`src/rtl/ps2_keys_pkg.sv`:
```
// ============================================================================
// Module   : ps2_keys_pkg
// Brief    : Shared scan codes, key bit indices, decoder state encoding and
//            scan-code-to-key-mask helpers for the PS/2 arrow-key block.
// Revision : 1.0  initial release
// ============================================================================
`default_nettype none

package ps2_keys_pkg;

  // Scan codes (set 2)
  localparam logic [7:0] SC_EXT   = 8'hE0;
  localparam logic [7:0] SC_BRK   = 8'hF0;
  localparam logic [7:0] SC_UP    = 8'h75;
  localparam logic [7:0] SC_DOWN  = 8'h72;
  localparam logic [7:0] SC_RIGHT = 8'h74;
  localparam logic [7:0] SC_LEFT  = 8'h6B;
  localparam logic [7:0] SC_W     = 8'h1D;
  localparam logic [7:0] SC_S     = 8'h1B;
  localparam logic [7:0] SC_D     = 8'h23;
  localparam logic [7:0] SC_A     = 8'h1C;

  // Bit positions inside the {U,D,R,L} key vector
  localparam int KEY_U = 3;
  localparam int KEY_D = 2;
  localparam int KEY_R = 1;
  localparam int KEY_L = 0;

  // Decoder states: where we are inside a make/break prefix sequence
  typedef enum logic [1:0] {
    ST_IDLE    = 2'd0,
    ST_EXT     = 2'd1,
    ST_EXT_BRK = 2'd2,
    ST_BRK     = 2'd3
  } dec_state_t;

  // One-hot key mask for an arrow scan code (after the E0 prefix), 0 otherwise
  function automatic logic [3:0] arrow_mask(input logic [7:0] code);
    logic [3:0] m;
    m = 4'b0000;
    case (code)
      SC_UP:    m[KEY_U] = 1'b1;
      SC_DOWN:  m[KEY_D] = 1'b1;
      SC_RIGHT: m[KEY_R] = 1'b1;
      SC_LEFT:  m[KEY_L] = 1'b1;
      default:  m = 4'b0000;
    endcase
    return m;
  endfunction

  // One-hot key mask for a non-extended W/S/D/A scan code, 0 otherwise
  function automatic logic [3:0] wasd_mask(input logic [7:0] code);
    logic [3:0] m;
    m = 4'b0000;
    case (code)
      SC_W:    m[KEY_U] = 1'b1;
      SC_S:    m[KEY_D] = 1'b1;
      SC_D:    m[KEY_R] = 1'b1;
      SC_A:    m[KEY_L] = 1'b1;
      default: m = 4'b0000;
    endcase
    return m;
  endfunction

endpackage

`default_nettype wire

```
`src/rtl/ps2_rx.sv`:
```
// ============================================================================
// Module   : ps2_rx
// Brief    : PS/2 device-to-host receiver. Synchronises the raw pins, filters
//            ps2_clk falling edges, shifts in 11-bit frames and flags parity,
//            stop-bit and mid-frame timeout errors.
// Revision : 1.0  initial release
// ============================================================================
`default_nettype none

module ps2_rx #(
  parameter int PS2_TIMEOUT = 65000
) (
  input  logic       clk,
  input  logic       rst,        // asynchronous, active-low
  input  logic       ps2_clk,
  input  logic       ps2_data,
  output logic [7:0] rx_byte,
  output logic       byte_valid,
  output logic       err
);

  localparam int C_TO_W = $clog2(PS2_TIMEOUT + 1);
  localparam logic [C_TO_W-1:0] C_TO_LAST = C_TO_W'(PS2_TIMEOUT - 1);

  logic [1:0]        r_clk_sync;
  logic [1:0]        r_dat_sync;
  logic [2:0]        r_clk_hist;
  logic [3:0]        r_bit_cnt;
  logic [8:0]        r_shift;
  logic [C_TO_W-1:0] r_to_cnt;
  logic [7:0]        r_byte;
  logic              r_valid;
  logic              r_err;
  logic              w_fall;
  logic              w_bit;

  // Two-flop synchronisers plus a short history of the synchronised clock.
  // Idle PS/2 lines are high, so reset to 1 to avoid a false edge.
  always_ff @(posedge clk or negedge rst) begin
    if (!rst) begin
      r_clk_sync <= 2'b11;
      r_dat_sync <= 2'b11;
      r_clk_hist <= 3'b111;
    end else begin
      r_clk_sync <= {r_clk_sync[0], ps2_clk};
      r_dat_sync <= {r_dat_sync[0], ps2_data};
      r_clk_hist <= {r_clk_hist[1:0], r_clk_sync[1]};
    end
  end

  // A qualified falling edge: was high, then low for two consecutive samples
  assign w_fall = (r_clk_hist == 3'b100);
  assign w_bit  = r_dat_sync[1];

  // Frame receiver with timeout; bit count 1..9 shifts data+parity, 10 is stop
  always_ff @(posedge clk or negedge rst) begin
    if (!rst) begin
      r_bit_cnt <= 4'd0;
      r_shift   <= 9'd0;
      r_to_cnt  <= '0;
      r_byte    <= 8'd0;
      r_valid   <= 1'b0;
      r_err     <= 1'b0;
    end else begin
      r_valid <= 1'b0;
      r_err   <= 1'b0;
      if (w_fall) begin
        r_to_cnt <= '0;
        if (r_bit_cnt == 4'd0) begin
          // A high start bit is line noise: stay idle, no error
          if (!w_bit) begin
            r_bit_cnt <= 4'd1;
          end
        end else if (r_bit_cnt == 4'd10) begin
          r_bit_cnt <= 4'd0;
          // Odd parity over data+parity, and stop must be 1
          if ((^r_shift) && w_bit) begin
            r_byte  <= r_shift[7:0];
            r_valid <= 1'b1;
          end else begin
            r_err <= 1'b1;
          end
        end else begin
          r_shift   <= {w_bit, r_shift[8:1]};
          r_bit_cnt <= r_bit_cnt + 4'd1;
        end
      end else if (r_bit_cnt != 4'd0) begin
        if (r_to_cnt == C_TO_LAST) begin
          r_bit_cnt <= 4'd0;
          r_to_cnt  <= '0;
          r_err     <= 1'b1;
        end else begin
          r_to_cnt <= r_to_cnt + 1'b1;
        end
      end else begin
        r_to_cnt <= '0;
      end
    end
  end

  assign rx_byte    = r_byte;
  assign byte_valid = r_valid;
  assign err        = r_err;

endmodule

`default_nettype wire

```
`src/rtl/ps2_arrow_keys.sv`:
```
// ============================================================================
// Module   : ps2_arrow_keys
// Brief    : Decodes PS/2 arrow make/break codes into a held-key vector and
//            emits rate-limited one-cycle step pulses {U,D,R,L}.
//            Optional macro KEYS_WASD_EN: W/S/D/A also drive the held bits.
// Revision : 1.0  initial release
// ============================================================================
`default_nettype none

module ps2_arrow_keys
  import ps2_keys_pkg::*;
#(
  parameter int STEP_DIV    = 650000,
  parameter int PS2_TIMEOUT = 65000
) (
  input  logic       clk,
  input  logic       rst,        // asynchronous, active-low
  input  logic       ps2_clk,
  input  logic       ps2_data,
  output logic [3:0] keys,
  output logic [3:0] keys_held,
  output logic       frame_err
);

  localparam int C_CNT_W = (STEP_DIV > 1) ? $clog2(STEP_DIV) : 1;
  localparam logic [C_CNT_W-1:0] C_CNT_LAST = C_CNT_W'(STEP_DIV - 1);

  logic [7:0]         w_byte;
  logic               w_byte_valid;
  logic               w_rx_err;
  dec_state_t         r_state;
  logic [3:0]         r_held;
  logic [C_CNT_W-1:0] r_cnt;
  logic [3:0]         r_keys;

  ps2_rx #(
    .PS2_TIMEOUT (PS2_TIMEOUT)
  ) u_rx (
    .clk        (clk),
    .rst        (rst),
    .ps2_clk    (ps2_clk),
    .ps2_data   (ps2_data),
    .rx_byte    (w_byte),
    .byte_valid (w_byte_valid),
    .err        (w_rx_err)
  );

  // Prefix decoder and held-key register, advanced once per received byte
  always_ff @(posedge clk or negedge rst) begin
    if (!rst) begin
      r_state <= ST_IDLE;
      r_held  <= 4'b0000;
    end else if (w_byte_valid) begin
      case (r_state)
        ST_IDLE: begin
          if (w_byte == SC_EXT) begin
            r_state <= ST_EXT;
          end else if (w_byte == SC_BRK) begin
            r_state <= ST_BRK;
          end else begin
            r_state <= ST_IDLE;
`ifdef KEYS_WASD_EN
            r_held <= r_held | wasd_mask(w_byte);
`endif
          end
        end
        ST_EXT: begin
          if (w_byte == SC_BRK) begin
            r_state <= ST_EXT_BRK;
          end else begin
            // Typematic repeats simply re-set an already set bit
            r_held  <= r_held | arrow_mask(w_byte);
            r_state <= ST_IDLE;
          end
        end
        ST_EXT_BRK: begin
          r_held  <= r_held & ~arrow_mask(w_byte);
          r_state <= ST_IDLE;
        end
        ST_BRK: begin
`ifdef KEYS_WASD_EN
          r_held <= r_held & ~wasd_mask(w_byte);
`endif
          r_state <= ST_IDLE;
        end
        default: r_state <= ST_IDLE;
      endcase
    end
  end

  // Step generator: pulse on cnt==0 while any key is held, using the
  // held value of this cycle even if a byte updates it at the same edge
  always_ff @(posedge clk or negedge rst) begin
    if (!rst) begin
      r_cnt  <= '0;
      r_keys <= 4'b0000;
    end else begin
      if (r_held == 4'b0000) begin
        r_cnt <= '0;
      end else if (r_cnt == C_CNT_LAST) begin
        r_cnt <= '0;
      end else begin
        r_cnt <= r_cnt + 1'b1;
      end
      r_keys <= ((r_cnt == '0) && (r_held != 4'b0000)) ? r_held : 4'b0000;
    end
  end

  assign keys      = r_keys;
  assign keys_held = r_held;
  assign frame_err = w_rx_err;

endmodule

`default_nettype wire

```
`config.mk`:
```
export PLATFORM = sky130hd
export DESIGN_NAME = ps2_arrow_keys
export DESIGN_NICKNAME = d
export VERILOG_FILES = /design/src/rtl/ps2_keys_pkg.sv /design/src/rtl/ps2_rx.sv /design/src/rtl/ps2_arrow_keys.sv
export SDC_FILE = /design/constraint.sdc
export NUM_CORES = 1
export LEC_CHECK = 0
export ABC_CLOCK_PERIOD_IN_PS = 3950
export CORE_MARGIN = 2
export CORE_UTILIZATION = 65
export DETAILED_ROUTE_END_ITERATION = 10
export HOLD_SLACK_MARGIN = 0.02
export PLACE_DENSITY_LB_ADDON = 0.25
export SETUP_SLACK_MARGIN = 0.15
export SLEW_MARGIN = 15
export SYNTH_ARGS = -nofsm -noshare
export SYNTH_HDL_FRONTEND = slang
export SYNTH_SLANG_ARGS = --single-unit
```
`constraint.sdc`:
```
create_clock -name clk -period 3.95 [get_ports clk]
set_input_delay 0.79 -clock clk [delete_from_list [all_inputs] [get_ports clk]]
set_output_delay 0.79 -clock clk [all_outputs]
set_load 0.01 [all_outputs]
```
; Yosys cells after proc, flatten, opt, wreduce, memory -nomap -nowiden
; Index checks and enable logic that the tools add are counted.
[totals]
out_inout_bits = 9
inputBits = 4
wordCells = 105
regBits = 76
[op_classes]
eq_ne = 15
n_mux = 52
bitwise_logic = 5
n_reduce_logical = 17
add_sub_neg = 3
[op_table]
columns = cell, n
row1 = two-way mux 16 bit, 3
row2 = two-way mux 20 bit, 2
row3 = two-way mux 1 bit, 34
row4 = "equality test 8 x 7 -> 1 bit, second input constant", 4
row5 = two-way mux 4 bit, 8
row6 = "adder 20 x 1 -> 20 bit, second input constant", 1
row7 = "equality test 20 bit, second input constant", 1
row8 = logical NOT 20 bit, 1
row9 = "adder 16 x 1 -> 16 bit, second input constant", 1
row10 = "equality test 16 bit, second input constant", 1
row11 = "equality test 8 bit, second input constant", 2
row12 = AND reduction 3 bit, 3
row13 = parity 9 bit, 1
row14 = logical NOT 4 bit, 2
row15 = one-hot mux 4 bit (2 select lines), 1
row16 = nonzero test 4 bit, 2
row17 = two-way mux 2 bit, 3
row18 = one-hot mux 2 bit (3 select lines), 1
row19 = nonzero test 2 bit, 3
row20 = "adder 4 x 1 -> 4 bit, second input constant", 1
row21 = AND 4 bit, 1
row22 = "equality test 2 bit, second input constant", 2
row23 = "equality test 4 bit, second input constant", 1
row24 = inverter 4 bit, 1
row25 = 10 further kinds, 12

; Longest topological paths before layout
; Gate-level depths: netlist of run 1.
[depth]
word_depth = 8
ltp_mapped = 7
depth_no_buf = 7

; Modules after synthesis
; From an unflattened synthesis of run 1, not the netlist that was laid out.
[hier_totals]
hier_cells = 336
hier_area_um2 = 3672.3
[by_module_without_submodules]
columns = mod, area_each_um2, cells_each, seq_area_each_um2, n_inst
row1 = ps2_rx, 2124.5, 178, 1159.9, 1
row2 = ps2_arrow_keys, 1547.7, 158, 750.7, 1

; Worst setup path after synthesis of run 1
; OpenSTA, ideal clock, no wires.
[synth_path]
path_kind = register to register
startpoint = register u_rx.r_clk_hist[2]
endpoint = register u_rx.r_shift[2]
period_less_slack_ns = 1.934
n_path_buf = 1
required_time_ns = 3.825
stages_incl_launch_ff = 5
path_slack_ns = 2.016
arrival_time_ns = 1.810
setup_ns = 0.125
cell_sequence = dfstp_2 -> or3b_2 -> or3_1 -> buf_2 -> mux2_2
[synth_via]
elab_chain_len = 2
[synth_lines]
columns = item, line_no
row1 = from (decl), ps2_rx.sv:27  ; logic [2:0] r_clk_hist;
row2 = from (signal assigned), ps2_rx.sv:47  ; r_clk_hist <= {r_clk_hist[1:0], r_clk_sync[1]};
row3 = equality test 3 bit, ps2_rx.sv:52  ; assign w_fall = (r_clk_hist == 3'b100);
row4 = AND reduction 3 bit (no line), n/a
row5 = to (signal assigned), ps2_rx.sv:84  ; r_shift <= {w_bit, r_shift[8:1]};
row6 = to (decl), ps2_rx.sv:29  ; logic [8:0] r_shift;
; Every way passes these cells.
; A chain may end at the register's enable or synchronous reset.

; Final worst setup path of run 1
[layout_path]
startpoint = register u_rx.r_clk_hist[2]
endpoint = register u_rx.r_byte[2] (netlist: u_rx.rx_byte[2])
[layout_via]
elab_chain_len = 2
[layout_lines]
columns = item, line_no
row1 = equality test 3 bit, ps2_rx.sv:52
row2 = AND reduction 4 bit (no line), n/a
row3 = to (signal assigned), ps2_rx.sv:78  ; r_byte <= r_shift[7:0];
row4 = to (decl), ps2_rx.sv:31  ; logic [7:0] r_byte;
; Every way passes these cells.

==> impl_metrics.csv, run 1 <==
group,metric,value,unit
outcome,status,"finished clean",
logic_synthesis,ys.warnings.count,0,
worst_hold_path,hp-class,"flop to flop",
layout,final_util,75.9,%
clock_network,cts.hold.buffers_added,0,
grt,overflow,0,
pwr,combPwrFrac,15.5,%
placement,io_buffers,12,
sta,rsz0062_at_grt,"false",
pwr,p_seq_share,46.9,%
placement,dp_hpwl,3.98,mm
sta,setup_ws,1710,ps
logic_synthesis,synth.distinct_cells,38,
grt,grt_pass1_wl,10.8,mm
layout,diodes,0,
sta,drv_slew,0,
logic_synthesis,syn_area_per_cell,10.9,um2
placement,place.gp.congestion,0.836,
pwr,p_int,0.00143,W
critical_path,r2r_cells,4,
layout,stdcell_area,0.00390,mm2
clock_network,cts.path.max_buffers,2,
pwr,p_per_area,498,mW/mm2
pwr,peakVddDrop,494,uV
clock_network,clkLatencyLatePin,350,ps
critical_path,cp_data_required_time,4170,ps
placement,place_inst,396,
logic_synthesis,ys_ff_latch,76,
detailed_routing,wl_per_cell,14.5,um
clock_network,ctsResizeCount,0,
clock_network,h-tree-depth,3,
critical_path,reg2reg_to,"u_rx.rx_byte[2]$_DFFE_PN0P_",
pwr,leakagePower,1.68,nW
logic_synthesis,synth_edf_count,0,
clock_network,clk_pin_slew,80,ps
detailed_routing,drtIter0Drc,221,
sta,setup-tns-final,0,ps
die,die-width,77.2,um
pwr,switching_share,26.2,%
clock_network,cts_tree,"done",
detailed_routing,first_pass_iters,4,
sta,worstMarginPinSlew,913,ps
clock_network,ctsRootBufferMaster,"clkbuf_8",
critical_path,reg2reg_setup_slack,1710,ps
sta,setup_viol,0,
grt,track_usage,22.9,%
grt,grt_pass1_vias,2330,
critical_path,critPathLaunchType,"flop",
die,fp-row-count,26,
sta,min_period_over_period,56.8,%
sta,hold_viol,0,
logic_synthesis,synth_top_area_share,49.6,%
logic_synthesis,yosysMostFrequentCell,"dfrtp_1",
grt,antenna_found_initial,0,
logic_synthesis,synth_area,0.00348,mm2
clock_network,cts.sinks,76,
die,io-pin-count,13,
critical_path,startpoint,"u_rx.r_clk_hist[2]$_DFF_PN1_",
layout,final_layout_size_suffix_gt1_share,14.0,%
critical_path,arrival,2470,ps
die,die_h,77.2,um
sta,max_slew_margin,39.1,%
logic_synthesis,ys.flop_type,"dfrtp_1",
logic_synthesis,syn_nets,330,
logic_synthesis,async_reset_ff_share,100,%
sta,final.setup_skew,11.2,ps
layout,layoutNonFillerInstCount,412,
die,dieArea,0.00595,mm2
logic_synthesis,synthTopCellsByArea,"dfrtp_1 (50%), xnor2_1 (6.8%), mux2_2 (6.5%), dfstp_2 (5.3%), nor2_1 (5.3%)",
placement,placed_cell_area,0.00365,mm2
placement,detailedPlace.worstSlack,1750,ps
sta,fmax,445,MHz
die,coreArea,0.00514,mm2
critical_path,critical_path_peak_fanout,9,
critical_path,crit_path_end_kind,"flop",
pwr,p_sw,0.000510,W
detailed_routing,ant_nets,0,
clock_network,cts_buffers,9,
detailed_routing,vias,2315,
logic_synthesis,synth_top_area_cell,"dfrtp_1",
layout,fin_nets,347,
logic_synthesis,synthTopCellsByCount,"dfrtp_1 (69), nor2_1 (49), xnor2_1 (27), mux2_2 (20), nand2_1 (20)",
flow_run,maxCapViolations,0,
detailed_routing,drc,0,
pwr,clockPowerShare,37.6,%
critical_path,reg2reg_from,"u_rx.r_clk_hist[2]$_DFF_PN1_",
logic_synthesis,seq_area_frac_synth,54.9,%
critical_path,cp-endpoint,"u_rx.rx_byte[2]$_DFFE_PN0P_",
detailed_routing,finalWirelength,5.97,mm
logic_synthesis,syn-instance-count,320,
critical_path,crit_type,"flop to flop",
detailed_routing,via_per_inst,5.62,
grt,grt_max_degree,77,
clock_network,post_cts_buffers,0,
layout,syn_to_final_growth,12.2,%
die,start_util,67.7,%
sta,period_minus_slack,2240,ps
## power by group through the flow
stage               logic (W)  registers, W  clock network (W)
global route         0.000334      0.000921           0.000776
finish               0.000301      0.000912           0.000731
CTS                  0.000307      0.000911           0.000739
detailed placement   0.000300      0.000924                  0
global placement     0.000290      0.000921                  0
floorplan            0.000247      0.000904                  0
## critical path: stages (launching register included)
cell and delay, ps:
dfstp_2 530, nor3b_1 600, nand2_1 200, nor3_4 400
mux2_2 390
## sequential cells by signal, summed over array words and instances, names as in the netlist, 3 cells and up, named ones only
register / flops
u_rx.r_clk_hist: 3
u_rx.rx_byte: 8
u_rx.r_shift: 9
u_rx.r_bit_cnt: 4
r_cnt: 20
u_rx.r_to_cnt: 16
keys: 4
## layer usage
| metal | GRT usage [%] | wire (um) | up-vias | share of wire, % |
|---|---|---|---|---|
| met2 | 35.1 | 2890 | 40 | 48 |
| met5 | 0 | 0 | - | 0 |
| met4 | 7.32 | 51 | 0 | 0.85 |
| met3 | 6.24 | 224 | 7 | 3.8 |
| li1 | - | - | 1129 | - |
| met1 | 31.9 | 2800 | 1139 | 47 |
## metrics by stage
| step | power (W) | hold slack [ps] |
|---|---|---|
| final | 0.00194 | 359 |
| after global routing | 0.00203 | 365 |
| after CTS | 0.00196 | 361 |
| after detailed placement | 0.00122 | 349 |
| after global placement | 0.00121 | 347 |
| after floorplan | 0.00115 | 345 |
## cell type report
| cell class | count | area, um2 |
|---|---|---|
| clock buffers | 12 | 155 |
| clock inverters | 4 | 95.1 |
| fillers | 362 | 1240 |
| inverters | 14 | 52.6 |
| multi-input cells | 224 | 1490 |
| flip-flops and latches | 76 | 1910 |
| well taps | 70 | 87.6 |
| repair buffers | 12 | 118 |
## cell families (layout without fill, tap and decap cells)
group	after synthesis	after routing	share of synthesized area (%)
AOI/OAI and AO/OA	16	16	2.45
xor gates and xnor gates	40	40	10.5
adders and majority gates	6	6	2.16
buffers and inverters	20	42	2.41
DFF	76	76	54.9
muxes	20	20	6.47
and+or+nand+nor	142	142	21.1
## cells in the final DEF (no fill, tap or decap), types with 2 or more instances in the layout
cell type / count
dfrtp_1: 69
nor2_1: 49
xnor2_1: 27
nand2_1: 20
mux2_2: 20
inv_1: 14
nand3_1: 13
xor2_1: 12
nand4_1: 11
nor3_1: 11
o21ai_0: 11
clkbuf_8: 11
clkdlybuf4s50_1: 11
nor4_1: 7
dfstp_2: 7
nor3b_1: 6
ha_1: 6
and3_1: 4
and2_1: 4
a21oi_1: 3
bufinv_16: 3
or4b_1: 2
and4_1: 2
nor4b_1: 2
nand3b_1: 2
## worst min path at each step
| stage | cells after the start | endpoint | from | slack [ps] |
|---|---|---|---|---|
| finish | 0 | u_rx.r_clk_hist[0]$_DFF_PN1_ | u_rx.r_clk_sync[1]$_DFF_PN1_ | 360 |
| global route | 0 | u_rx.r_clk_sync[1]$_DFF_PN1_ | u_rx.r_clk_sync[0]$_DFF_PN1_ | 360 |
| CTS | 0 | u_rx.r_clk_hist[0]$_DFF_PN1_ | u_rx.r_clk_sync[1]$_DFF_PN1_ | 360 |
| detailed placement | 0 | u_rx.r_dat_sync[1]$_DFF_PN1_ | u_rx.r_dat_sync[0]$_DFF_PN1_ | 350 |
| global placement | 0 | u_rx.r_clk_hist[0]$_DFF_PN1_ | u_rx.r_clk_sync[1]$_DFF_PN1_ | 350 |
| floorplan | 0 | u_rx.r_clk_hist[0]$_DFF_PN1_ | u_rx.r_clk_sync[1]$_DFF_PN1_ | 350 |
Power figures use the tool's default switching activity.
==> run 2: changes to the inputs <==
--- a/config.mk
+++ b/config.mk
@@ -5,9 +5,9 @@
 export SDC_FILE = /design/constraint.sdc
 export NUM_CORES = 1
 export LEC_CHECK = 0
-export ABC_CLOCK_PERIOD_IN_PS = 3950
+export ABC_CLOCK_PERIOD_IN_PS = 2200
 export CORE_MARGIN = 2
-export CORE_UTILIZATION = 65
+export CORE_UTILIZATION = 60
 export DETAILED_ROUTE_END_ITERATION = 10
 export HOLD_SLACK_MARGIN = 0.02
 export PLACE_DENSITY_LB_ADDON = 0.25
==> constraint.sdc (replaced) <==
create_clock -name clk -period 2.2 [get_ports clk]
set_input_delay 0.44 -clock clk [delete_from_list [all_inputs] [get_ports clk]]
set_output_delay 0.44 -clock clk [all_outputs]
set_load 0.01 [all_outputs]
==> impl_metrics.csv, run 2 (same netlist as run 1, synthesis figures left out) <==
group,metric,value,unit
outcome,status,"finished clean",
clock_network,cts_buffers,9,
sta,setup-tns-final,0,ps
clock_network,h-tree-depth,3,
die,coreArea,0.00554,mm2
critical_path,crit_path_end_kind,"flop",
grt,track_usage,23.1,%
critical_path,arrival,2260,ps
placement,place.gp.congestion,0.780,
pwr,p_per_area,865,mW/mm2
clock_network,cts_tree,"done",
critical_path,cp_data_required_time,2440,ps
layout,top_register,"r_cnt",
grt,antenna_found_initial,0,
critical_path,reg2reg_setup_slack,180,ps
detailed_routing,drc,0,
placement,dp_hpwl,4.04,mm
sta,max_slew_margin,64.3,%
critical_path,crit_path_top_delay_cell,"xnor3_1",
sta,hold_viol,0,
die,die_h,80.2,um
critical_path,critPathLaunchType,"flop",
clock_network,clkLatencyLatePin,360,ps
detailed_routing,finalWirelength,6.52,mm
clock_network,cts.path.max_buffers,2,
sta,setup_viol,0,
sta,fmax,495,MHz
placement,io_buffers,12,
layout,layoutNonFillerInstCount,422,
detailed_routing,wl_per_cell,15.5,um
critical_path,startpoint,"u_rx.r_shift[7]$_DFFE_PN0P_",
critical_path,reg2reg_to,"u_rx.rx_byte[2]$_DFFE_PN0P_",
die,io-pin-count,13,
critical_path,critical_path_peak_fanout,5,
detailed_routing,first_pass_iters,4,
die,die-width,80.2,um
detailed_routing,ant_nets,0,
sta,rsz0062_at_grt,"true",
sta,period_minus_slack,2020,ps
grt,grt_pass1_vias,2421,
layout,final_layout_size_suffix_gt1_share,16.3,%
critical_path,max_stage_delay,440,ps
die,dieArea,0.00642,mm2
grt,grt_max_degree,55,
critical_path,crit_top_cell,"xnor2_1",
pwr,peakVddDrop,834,uV
sta,worstMarginPinSlew,530,ps
critical_path,reg2reg_from,"u_rx.r_shift[7]$_DFFE_PN0P_",
layout,top_regs,"r_cnt x20, u_rx.r_to_cnt x16, u_rx.r_shift x9",
clock_network,ctsRootBufferMaster,"clkbuf_8",
layout,fillers,386,
layout,largest_reg_flops,20,
layout,fin_nets,355,
sta,final.setup_skew,9.80,ps
critical_path,r2r_cells,6,
detailed_routing,vias,2388,
sta,min_period_over_period,91.8,%
die,start_util,62.8,%
worst_hold_path,hp-class,"flop to flop",
layout,final_common_cell,"dfrtp_1",
clock_network,cts.sinks,76,
detailed_routing,drtIter0Drc,192,
critical_path,cp-endpoint,"u_rx.rx_byte[2]$_DFFE_PN0P_",
layout,layout_common_cells,"dfrtp_1 (69), nor2_1 (49), xnor2_1 (27)",
critical_path,crit_chain,"xnor2_1 -> xnor3_1 -> xnor2_1 -> nor3_4 -> buf_4 -> mux2_2",
sta,drv_slew,0,
layout,syn_to_final_growth,14.7,%
flow_run,maxCapViolations,0,
detailed_routing,via_per_inst,5.66,
worst_hold_path,min_path_cells,0,
die,fp-row-count,27,
pwr,leakagePower,1.73,nW
critical_path,crit_type,"flop to flop",
pwr,total_power,0.00345,W
layout,diodes,0,
placement,place_inst,402,
clock_network,clk_pin_slew,70,ps
grt,grt_pass1_wl,11.2,mm
grt,overflow,0,
run 2: cell types whose count changed in the layout (fill, tap and decap cells not counted), sizes merged:
cell	before	now
buf	1	8
clkinv	1	0
bufinv	3	2
clkinvlp	0	1
dlygate4sd3	0	1
clkbuf	12	13
run 2: where the power goes:
group / switching [W] / internal, W
Combinational: 0.000306 / 0.000280
Sequential: 0.000122 / 0.00151
Clock: 0.000505 / 0.000732
run 2: layer usage:
| metal | track usage [%] | routed length [um] | vias up |
|---|---|---|---|
| met3 | 4.16 | 198 | 17 |
| met5 | 0 | 0 | - |
| li1 | - | - | 1143 |
| met4 | 14.6 | 183 | 0 |
| met2 | 36.2 | 3150 | 46 |
| met1 | 29.8 | 2990 | 1182 |
run 2: per-stage QoR:
stage | util (%) | instance area [um2] | setup WS [ps] | hold WS (ps)
after detailed placement | 66.8 | 3700 | 80.5 | 348
final | 72.1 | 3990 | 181 | 354
after global routing | 72.1 | 3990 | 134 | 370
after floorplan | - | 3480 | 266 | 144
after global placement | 66.8 | 3700 | 155 | 348
after CTS | 71.6 | 3970 | 205 | 362
run 2: worst min path at each step:
stage,to,slack (ps),from
after floorplan,asynchronous set/reset pin,140,rst
after global placement,u_rx.r_clk_sync[1]$_DFF_PN1_,350,u_rx.r_clk_sync[0]$_DFF_PN1_
after detailed placement,u_rx.r_clk_hist[0]$_DFF_PN1_,350,u_rx.r_clk_sync[1]$_DFF_PN1_
after CTS,u_rx.r_dat_sync[1]$_DFF_PN1_,360,u_rx.r_dat_sync[0]$_DFF_PN1_
after global routing,u_rx.r_clk_hist[0]$_DFF_PN1_,370,u_rx.r_clk_sync[1]$_DFF_PN1_
final,u_rx.r_dat_sync[1]$_DFF_PN1_,350,u_rx.r_dat_sync[0]$_DFF_PN1_
run 2: worst max-delay path, delay by kind of cell (launching register included):
family	cells	cell delay (ps)
buffers and inverters	1	160
multiplexers	1	330
flip-flops	1	420
XOR/XNOR	3	830
AND/OR/NAND/NOR	1	150
run 2: cell type report:
cell class | count | area (um2) | area share [%]
Multi-Input combinational cell | 224 | 1510 | 37.8
Tap cell | 72 | 90.1 | 2.26
Inverter | 14 | 52.6 | 1.32
Timing Repair Buffer | 20 | 193 | 4.83
Clock inverter | 3 | 67.6 | 1.69
Clock buffer | 13 | 169 | 4.23
Sequential cell | 76 | 1910 | 47.9
run 2: what timing repair did:
item / in CTS / in global routing
cloned: 0 / 0
gates resized for setup: 1 / 4
pin swaps: 1 / 3
hold buffers: 1 / 0
setup endpoints to repair: 17 / 25
hold endpoints to repair: 22 / 0
buffers inserted: 2 / 1
==> run 3: changes to the inputs <==
--- a/config.mk
+++ b/config.mk
@@ -7,7 +7,7 @@
 export LEC_CHECK = 0
 export ABC_CLOCK_PERIOD_IN_PS = 2200
 export CORE_MARGIN = 2
-export CORE_UTILIZATION = 60
+export CORE_UTILIZATION = 45
 export DETAILED_ROUTE_END_ITERATION = 10
 export HOLD_SLACK_MARGIN = 0.02
 export PLACE_DENSITY_LB_ADDON = 0.25
==> impl_metrics.csv, run 3 (same netlist as run 1, synthesis figures left out) <==
group,metric,value,unit
pwr,combPwrFrac,16.8,%
flow_run,maxCapViolations,0,
detailed_routing,drc,0,
detailed_routing,first_pass_iters,4,
layout,final_common_cell,"dfrtp_1",
critical_path,crit_path_top_delay_cell,"dfrtp_1",
sta,drv_slew,0,
clock_network,clk_pin_slew,80,ps
sta,period_minus_slack,1970,ps
critical_path,crit_type,"flop to flop",
die,fp-row-count,32,
layout,final_layout_size_suffix_gt1_share,16.0,%
grt,grt_pass1_wl,10.8,mm
critical_path,reg2reg_from,"u_rx.r_shift[2]$_DFFE_PN0P_",
sta,min_period_over_period,89.7,%
critical_path,critPathLaunchType,"flop",
clock_network,cts_buffers,9,
critical_path,cp_data_required_time,2420,ps
placement,place.gp.congestion,0.810,
clock_network,cts.hold.buffers_added,0,
layout,syn_to_final_growth,14.5,%
die,die-width,91.9,um
clock_network,cts.sinks,76,
die,io-pin-count,13,
grt,top_usage_layer,"met2",
layout,seq_area,0.00191,mm2
layout,top_regs,"r_cnt x20, u_rx.r_to_cnt x16, u_rx.r_shift x9",
detailed_routing,drtIter0Drc,147,
pwr,clockPowerShare,33.9,%
grt,track_usage,16.0,%
grt,grt_pass1_vias,2256,
outcome,status,"finished clean",
placement,dp_hpwl,4.09,mm
critical_path,reg2reg_to,"u_rx.rx_byte[5]$_DFFE_PN0P_",
detailed_routing,via_per_inst,5.11,
grt,overflow,0,
placement,placed_cell_area,0.00373,mm2
clock_network,ctsRootBufferMaster,"clkbuf_8",
critical_path,max_stage_delay,410,ps
layout,multi_input_area,0.00150,mm2
layout,fin_nets,354,
die,die_h,91.9,um
layout,layout_common_cells,"dfrtp_1 (69), nor2_1 (49), xnor2_1 (26)",
layout,stdcell_area,0.00399,mm2
pwr,switching_share,27.2,%
critical_path,critical_path_peak_fanout,9,
pwr,p_per_area,832,mW/mm2
layout,largest_reg_flops,20,
pwr,peakVddDrop,575,uV
sta,setup-tns-final,0,ps
layout,fillers,690,
detailed_routing,vias,2303,
pwr,leakagePower,1.70,nW
clock_network,clkLatencyLatePin,340,ps
grt,grt_max_degree,35,
sta,final.setup_skew,11.1,ps
detailed_routing,wl_per_cell,13.3,um
critical_path,crit_path_end_kind,"flop",
critical_path,arrival,2190,ps
sta,setup_viol,0,
critical_path,reg2reg_setup_slack,230,ps
die,start_util,45.7,%
critical_path,cp_top_family,"XOR/XNOR gates",
grt,met1_usage,22.3,%
critical_path,r2r_cells,6,
placement,io_buffers,12,
sta,fmax,507,MHz
layout,top_register,"r_cnt",
pwr,p_int,0.00241,W
sta,rsz0062_at_grt,"true",
die,dieArea,0.00845,mm2
grt,grt_use_met2,24.3,%
sta,hold_viol,0,
detailed_routing,finalWirelength,6.01,mm
sta,holdWs,28.6,ps
clock_network,cts.path.max_buffers,2,
sta,worstMarginPinSlew,460,ps
pwr,p_sw,0.000901,W
grt,antenna_found_initial,0,
detailed_routing,ant_nets,0,
worst_hold_path,hp-class,"primary input to asynchronous set/reset pin",
grt,use_met3,3.04,%
sta,setup_ws,227,ps
pwr,total_power,0.00332,W
clock_network,cts_tree,"done",
critical_path,path_buf_inv,1,
pwr,p_seq_share,49.4,%
sta,max_slew_margin,69.1,%
clock_network,h-tree-depth,3,
die,coreArea,0.00761,mm2
layout,diodes,0,
critical_path,crit_chain,"xor2_1 -> xnor3_1 -> xnor2_1 -> nor3_4 -> buf_12 -> mux2_2",
placement,detailedPlace.worstSlack,126,ps
[run 3: worst max-delay path by stage]
| stage | start | endpoint | cells after the start |
|---|---|---|---|
| final | u_rx.r_shift[2]$_DFFE_PN0P_ | u_rx.rx_byte[5]$_DFFE_PN0P_ | 6 |
| after global routing | u_rx.r_shift[2]$_DFFE_PN0P_ | u_rx.rx_byte[5]$_DFFE_PN0P_ | 6 |
| after CTS | u_rx.r_shift[2]$_DFFE_PN0P_ | u_rx.rx_byte[5]$_DFFE_PN0P_ | 5 |
| after detailed placement | u_rx.r_shift[2]$_DFFE_PN0P_ | u_rx.rx_byte[5]$_DFFE_PN0P_ | 5 |
| after global placement | u_rx.r_shift[2]$_DFFE_PN0P_ | u_rx.rx_byte[7]$_DFFE_PN0P_ | 5 |
| after floorplan | u_rx.r_clk_hist[2]$_DFF_PN1_ | u_rx.r_shift[2]$_DFFE_PN0P_ | 4 |
[run 3: timing repair]
action | 4_1_cts | 5_1_grt
pin swaps | 1 | 1
endpoints found under the hold margin | 0 | 0
resized for setup | 1 | 2
gates cloned | 0 | 0
setup endpoints to repair | 16 | 13
buffers inserted | 0 | 2
[run 3: power groups by stage]
stage          clock, W  combinational [W]  sequential [W]
5_1_grt         0.00123           0.000628         0.00165
3_3_place_gp          0           0.000527         0.00165
2_1_floorplan         0           0.000444         0.00162
3_5_place_dp          0           0.000538         0.00165
4_1_cts         0.00117           0.000542         0.00163
6_report        0.00112           0.000556         0.00164
[run 3: per-stage QoR]
stage          util (%)  instances
2_1_floorplan         -        320
3_3_place_gp       49.0        433
3_5_place_dp       49.0        433
4_1_cts            51.9        449
5_1_grt            52.4        451
6_report           52.4        451
[run 3: area by class of cell]
cell class / count / share of cell area [%]
Timing Repair Buffer: 19 / 4.58
Clock inverter: 5 / 1.95
Inverter: 14 / 1.32
Tap cell: 102 / 3.20
Sequential cell: 76 / 47.9
Multi-Input combinational cell: 224 / 37.7
Clock buffer: 11 / 3.30
[run 3: worst register-to-register path, stage by stage, from the launching register on]
cell and delay [ps]:
dfrtp_1 410, xor2_1 160, xnor3_1 410, xnor2_1 180, nor3_4 220, buf_12 150
mux2_2 330
[run 3: layer usage]
| metal | vias up | wire (um) | share of wire [%] |
|---|---|---|---|
| li1 | 1139 | - | - |
| met1 | 1124 | 3020 | 50 |
| met2 | 32 | 2730 | 46 |
| met3 | 8 | 155 | 2.6 |
| met4 | 0 | 91 | 1.5 |
| met5 | - | 0 | 0 |
